`src/rtl/fir_mac_sequencer.sv`:
```
// fir_mac_sequencer: 8-tap time-multiplexed FIR around one shared MAC.
// Handshaked sample in, one filtered result out per accepted sample.
module fir_mac_sequencer #(
  parameter  int DATA_W = 8,
  parameter  int COEF_W = 8,
  parameter  int TAPS   = 8,
  localparam int TW     = $clog2(TAPS),
  localparam int ACC_W  = DATA_W + COEF_W + TW
) (
  input  logic              clk,
  input  logic              rst_n,
  input  logic              in_valid,
  output logic              in_ready,
  input  logic [DATA_W-1:0] in_data,
  output logic              out_valid,
  input  logic              out_ready,
  output logic [ACC_W-1:0]  out_data,
  input  logic              coef_we,
  input  logic [TW-1:0]     coef_addr,
  input  logic [COEF_W-1:0] coef_wdata,
  output logic              busy
);

  localparam int PW = DATA_W + COEF_W;

  typedef enum logic [1:0] {
    IDLE,
    MAC,
    HOLD
  } state_t;

  state_t state_q;
  state_t state_d;

  logic signed [DATA_W-1:0] d [TAPS];
  logic signed [COEF_W-1:0] c [TAPS];
  logic signed [ACC_W-1:0]  acc;
  logic signed [ACC_W-1:0]  sum;
  logic signed [PW-1:0]     prod;
  logic [TW-1:0]            tap;
  logic                     last;

  assign in_ready = (state_q == IDLE);
  assign busy     = (state_q != IDLE);
  assign last     = (tap == TW'(TAPS - 1));
  assign prod     = d[tap] * c[tap];
  assign sum      = acc + {{TW{prod[PW-1]}}, prod};

  // State register; reset aborts any run in flight.
  always_ff @(posedge clk or negedge rst_n) begin
    if (!rst_n) state_q <= IDLE;
    else        state_q <= state_d;
  end

  // Next-state: accept, step through all taps, wait for consumer.
  always_comb begin
    state_d = state_q;
    unique case (state_q)
      IDLE:    if (in_valid)  state_d = MAC;
      MAC:     if (last)      state_d = HOLD;
      HOLD:    if (out_ready) state_d = IDLE;
      default:                state_d = IDLE;
    endcase
  end

  // Delay line, coefficient table, MAC and result register.
  always_ff @(posedge clk or negedge rst_n) begin
    if (!rst_n) begin
      for (int k = 0; k < TAPS; k++) begin
        d[k] <= '0;
        c[k] <= COEF_W'(1);
      end
      acc       <= '0;
      tap       <= '0;
      out_valid <= 1'b0;
      out_data  <= '0;
    end else begin
      if (state_q == IDLE) begin
        if (coef_we) c[coef_addr] <= coef_wdata;
        if (in_valid) begin
          for (int k = TAPS - 1; k > 0; k--) d[k] <= d[k-1];
          d[0] <= in_data;
          acc  <= '0;
          tap  <= '0;
        end
      end
      if (state_q == MAC) begin
        acc <= sum;
        tap <= tap + TW'(1);
        if (last) begin
          out_data  <= sum;
          out_valid <= 1'b1;
        end
      end
      if (state_q == HOLD && out_ready) out_valid <= 1'b0;
    end
  end

endmodule

```
`config.mk`:
```
export PLATFORM = sky130hd
export DESIGN_NAME = fir_mac_sequencer
export DESIGN_NICKNAME = d
export VERILOG_FILES = /design/src/rtl/fir_mac_sequencer.sv
export SDC_FILE = /design/constraint.sdc
export NUM_CORES = 1
export LEC_CHECK = 0
export CORE_MARGIN = 3
export CORE_UTILIZATION = 56
export DETAILED_ROUTE_END_ITERATION = 10
export PLACE_DENSITY = 0.78
export SETUP_SLACK_MARGIN = 0.02
export SYNTH_ARGS = -nofsm -noshare
export SYNTH_HDL_FRONTEND = slang
export SYNTH_SLANG_ARGS = --single-unit
```
`constraint.sdc`:
```
create_clock -name clk -period 6.6 [get_ports clk]
set_input_delay 0.99 -clock clk [delete_from_list [all_inputs] [get_ports clk]]
set_output_delay 0.99 -clock clk [all_outputs]
set_load 0.03 [all_outputs]
```
==> summary.md <==
| Metric | Value |
|---|---|
| Initial antenna violation count | 0 |
| Routed len/inst | 17.79 um |
| Setup ws final | -0.3072 ns |
| Most instantiated library cell after synthesis | dfrtp_1 |
| Top cell type's share of synthesized area | 0.3908 |
| Clock slew at reported path FFs | 0.07 ns |
| Final Util | 0.7171 |
| Clk_lat worst skew | 0.44 ns |
| CTS tree | built |
| TritonCTS Buffers | 17 |
| Status | complete, but fails checks |
| Std-Cell Rows | 49 |
| Hold Crit Class | reg -> reg |
| Final period util | 1.047 |
| Ys flop type | dfrtp_1 |
| CTS HTree Levels | 4 |
| Num Clock Sinks | 172 |
| Tmin final | 6.907 ns |
| Mean Syn Cell Area | 12.56 sq um |
| Largest buffer count on any clock path | 2 |
| Synthesized Nets | 966 |
| Area Growth Syn to Fin | 24.34% |
| Violated checks | setup timing |
| Number of buffers inserted by port buffering | 45 |
| Area contributors post-synth | dfrtp_1 39%, mux2_2 15%, fa_1 11% |
| Mapped Cells | 836 |
| Grt total ovfl | 0 |
| RSZ-0062 raised after global routing | yes |
| R2r setup slk | -0.31 ns |
| Proportion of layout cells with a drive suffix above 1 | 0.4047 |
| Hold Worst Slack | 0.4860 ns |
| Most used cell, CP | fa_1 |
| DR vias/cell | 5.642 |
| Initial Util | 0.5767 |
| Total track usage | 0.2211 |
| Final #Nets | 1,103 |
| Worst EP required | 6.92 ns |
| Seq. cell area | 4317 sq um |
| IO Pins | 46 |
| Area leader, netlist | dfrtp_1 |
| Synthesized flop and latch total | 172 |
| Clk_skew | 0.01909 ns |
| Synth Warn # | 0 |
| Vias in the first global route | 7,289 |
| Critical path class | reg -> reg |
| Die Width | 142.9 um |
| Final non-filler cell total | 1,215 |
| Final Hold Vio Count | 0 |
| Crit. End Element | flop |
| Largest net degree at the start of global routing | 116 |
| Post-synthesis sequential area ratio | 0.4108 |
| Max-slew headroom | 0.3192 |
| # Max-Cap Violations | 0 |
| Distinct cells, synth | 44 |
| Post-synth EDFFs | 0 |
| Async S/R FF share, synth | 1.000 |
| DRC viols | 0 |
| Startpoint types | flop |
| F_max | 0.1448 GHz |
| Slowest cell on the critical path | mux4_2 |
| Worst Path Max Fanout | 7 |
| Multi-input gate area | 6168 sq um |
| Fillers | 1,149 |
| Antenna viol nets, final | 0 |
| Die Y | 142.9 um |
| Arrival time worst endpoint | 7.23 ns |
| Die area | 20,430 sq um |
| Core ar. | 18,210 sq um |
| 1st-pass router iterations | 4 |
| Post-detail-place hpwl | 14,680 um |
| Initial DRC Count | 353 |
| Final GP Congestion | 0.8429 |
| Synth Cell Area | 10,500 sq um |
| Worst-Margin Slew | 1.021 ns |
| Pins Over Slew Limit | 0 |
| Vias | 6,855 |
| Detailed-route wire length | 21,610 um |
| Placed cell count | 1,164 |
| Synth cell count leaders | 164 x dfrtp_1, 143 x mux2_2, 92 x inv_1, 58 x nor2_1, 56 x fa_1 |
| Ant. Diodes | 0 |
| First-pass GRT wire length | 35,740 um |
| Largest stage delay, worst path | 0.51 ns |
| Hold-fix buffers, CTS | 0 |
| Final setup TNS | -1.176 ns |
| CTS root buffer | clkbuf_16 |
| Setup violations, final | 9 |
[worst max-delay path: cells and delay by family, from the launching register on]
family	cells	cell delay (ns)
fa+ha+maj	6	2.41
simple gates	5	0.91
mux	2	0.74
buf+inv	7	0.66
flops	1	0.42
compound gates	9	1.27
xor+xnor	2	0.38
[final timing paths]
path / start / to / cells past startpoint
worst max register to register: tap[0] / acc[18] / 31
min in group asynchronous: rst_n / acc[15] / 1
worst min-delay path: out_data[17] / out_data[17] / 2
max in group asynchronous: rst_n / c[44] / 2
worst min register to register: out_data[17] / out_data[17] / 2
worst max-delay path: tap[0] / acc[18] / 31
[cells by family (layout without fill, tap and decap cells)]
kind of cell / Yosys count / after routing / synth area share
xor+xnor: 33 / 33 / 0.02824
fa+ha+maj: 106 / 106 / 0.1663
flops: 172 / 172 / 0.4108
compound gates: 88 / 88 / 0.05886
mux: 192 / 192 / 0.2382
simple gates: 126 / 126 / 0.05445
buf+inv: 119 / 269 / 0.04313
[stage by stage]
| stage | area, sq um | setup slack (ns) |
|---|---|---|
| floorplan | 10790 | -0.1263 |
| global placement | 12030 | -0.2410 |
| detailed placement | 12030 | -0.3557 |
| CTS | 12780 | -0.3093 |
| global route | 13060 | -0.5809 |
| finish | 13060 | -0.3072 |
[area by class of cell]
cell class / instances / share of cell area
Timing Repair Buffer: 145 / 0.1035
Clock inverter: 13 / 0.01198
Inverter: 92 / 0.02645
Tap cell: 229 / 0.02194
Clock buffer: 19 / 0.03315
Sequential cell: 172 / 0.3306
Multi-Input combinational cell: 545 / 0.4724
[metal layers]
| layer | up-vias | track usage | share of wire |
|---|---|---|---|
| li1 | 3177 | - | - |
| met1 | 3535 | 0.2938 | 0.44 |
| met2 | 107 | 0.3729 | 0.52 |
| met3 | 36 | 0.03885 | 0.025 |
| met4 | 0 | 0.07154 | 0.019 |
| met5 | - | 0 | 0 |
[placed cells by master, fill, tap and decap left out, types with 4 or more instances in the layout]
| cell | netlist | layout |
|---|---|---|
| ha_1 | 50 | 43 |
| a21oi_2 | 0 | 10 |
| nor2_2 | 0 | 4 |
| dfstp_2 | 8 | 8 |
| buf_4 | 0 | 81 |
| a22o_1 | 18 | 18 |
| xnor2_1 | 24 | 23 |
| inv_8 | 0 | 4 |
| o21ai_0 | 13 | 4 |
| a21oi_1 | 22 | 12 |
| nand2_1 | 27 | 27 |
| or2_2 | 15 | 13 |
| buf_6 | 0 | 12 |
| o21ai_1 | 2 | 7 |
| dfrtp_1 | 164 | 162 |
| mux2_2 | 143 | 142 |
| clkbuf_16 | 0 | 17 |
| nor2_1 | 58 | 53 |
| ha_2 | 0 | 5 |
| o21bai_1 | 6 | 6 |
| mux4_2 | 32 | 32 |
| xor2_1 | 8 | 6 |
| nor2b_1 | 11 | 8 |
| a21o_1 | 11 | 11 |
| buf_12 | 0 | 7 |
| fa_1 | 56 | 55 |
| and3_1 | 6 | 6 |
| mux2i_4 | 0 | 14 |
| inv_1 | 92 | 89 |
| clkdlybuf4s50_1 | 0 | 44 |
[registers in the layout, indices dropped and copies added (netlist names)]
name,count
d,64
out_valid,1
state_q,2
tap,3
out_data,19
c,64
acc,19
[repair_timing]
action / CTS / global route
cloned: 1 / 0
buffers inserted: 11 / 8
endpoints found under the setup margin: 11 / 16
hold endpoints to repair: 0 / 0
pin swaps: 22 / 36
resized for setup: 15 / 52
Power is left out: the tool's default activity adds up to more than one toggle a clock period on the data nets, which glitch-free logic cannot reach.
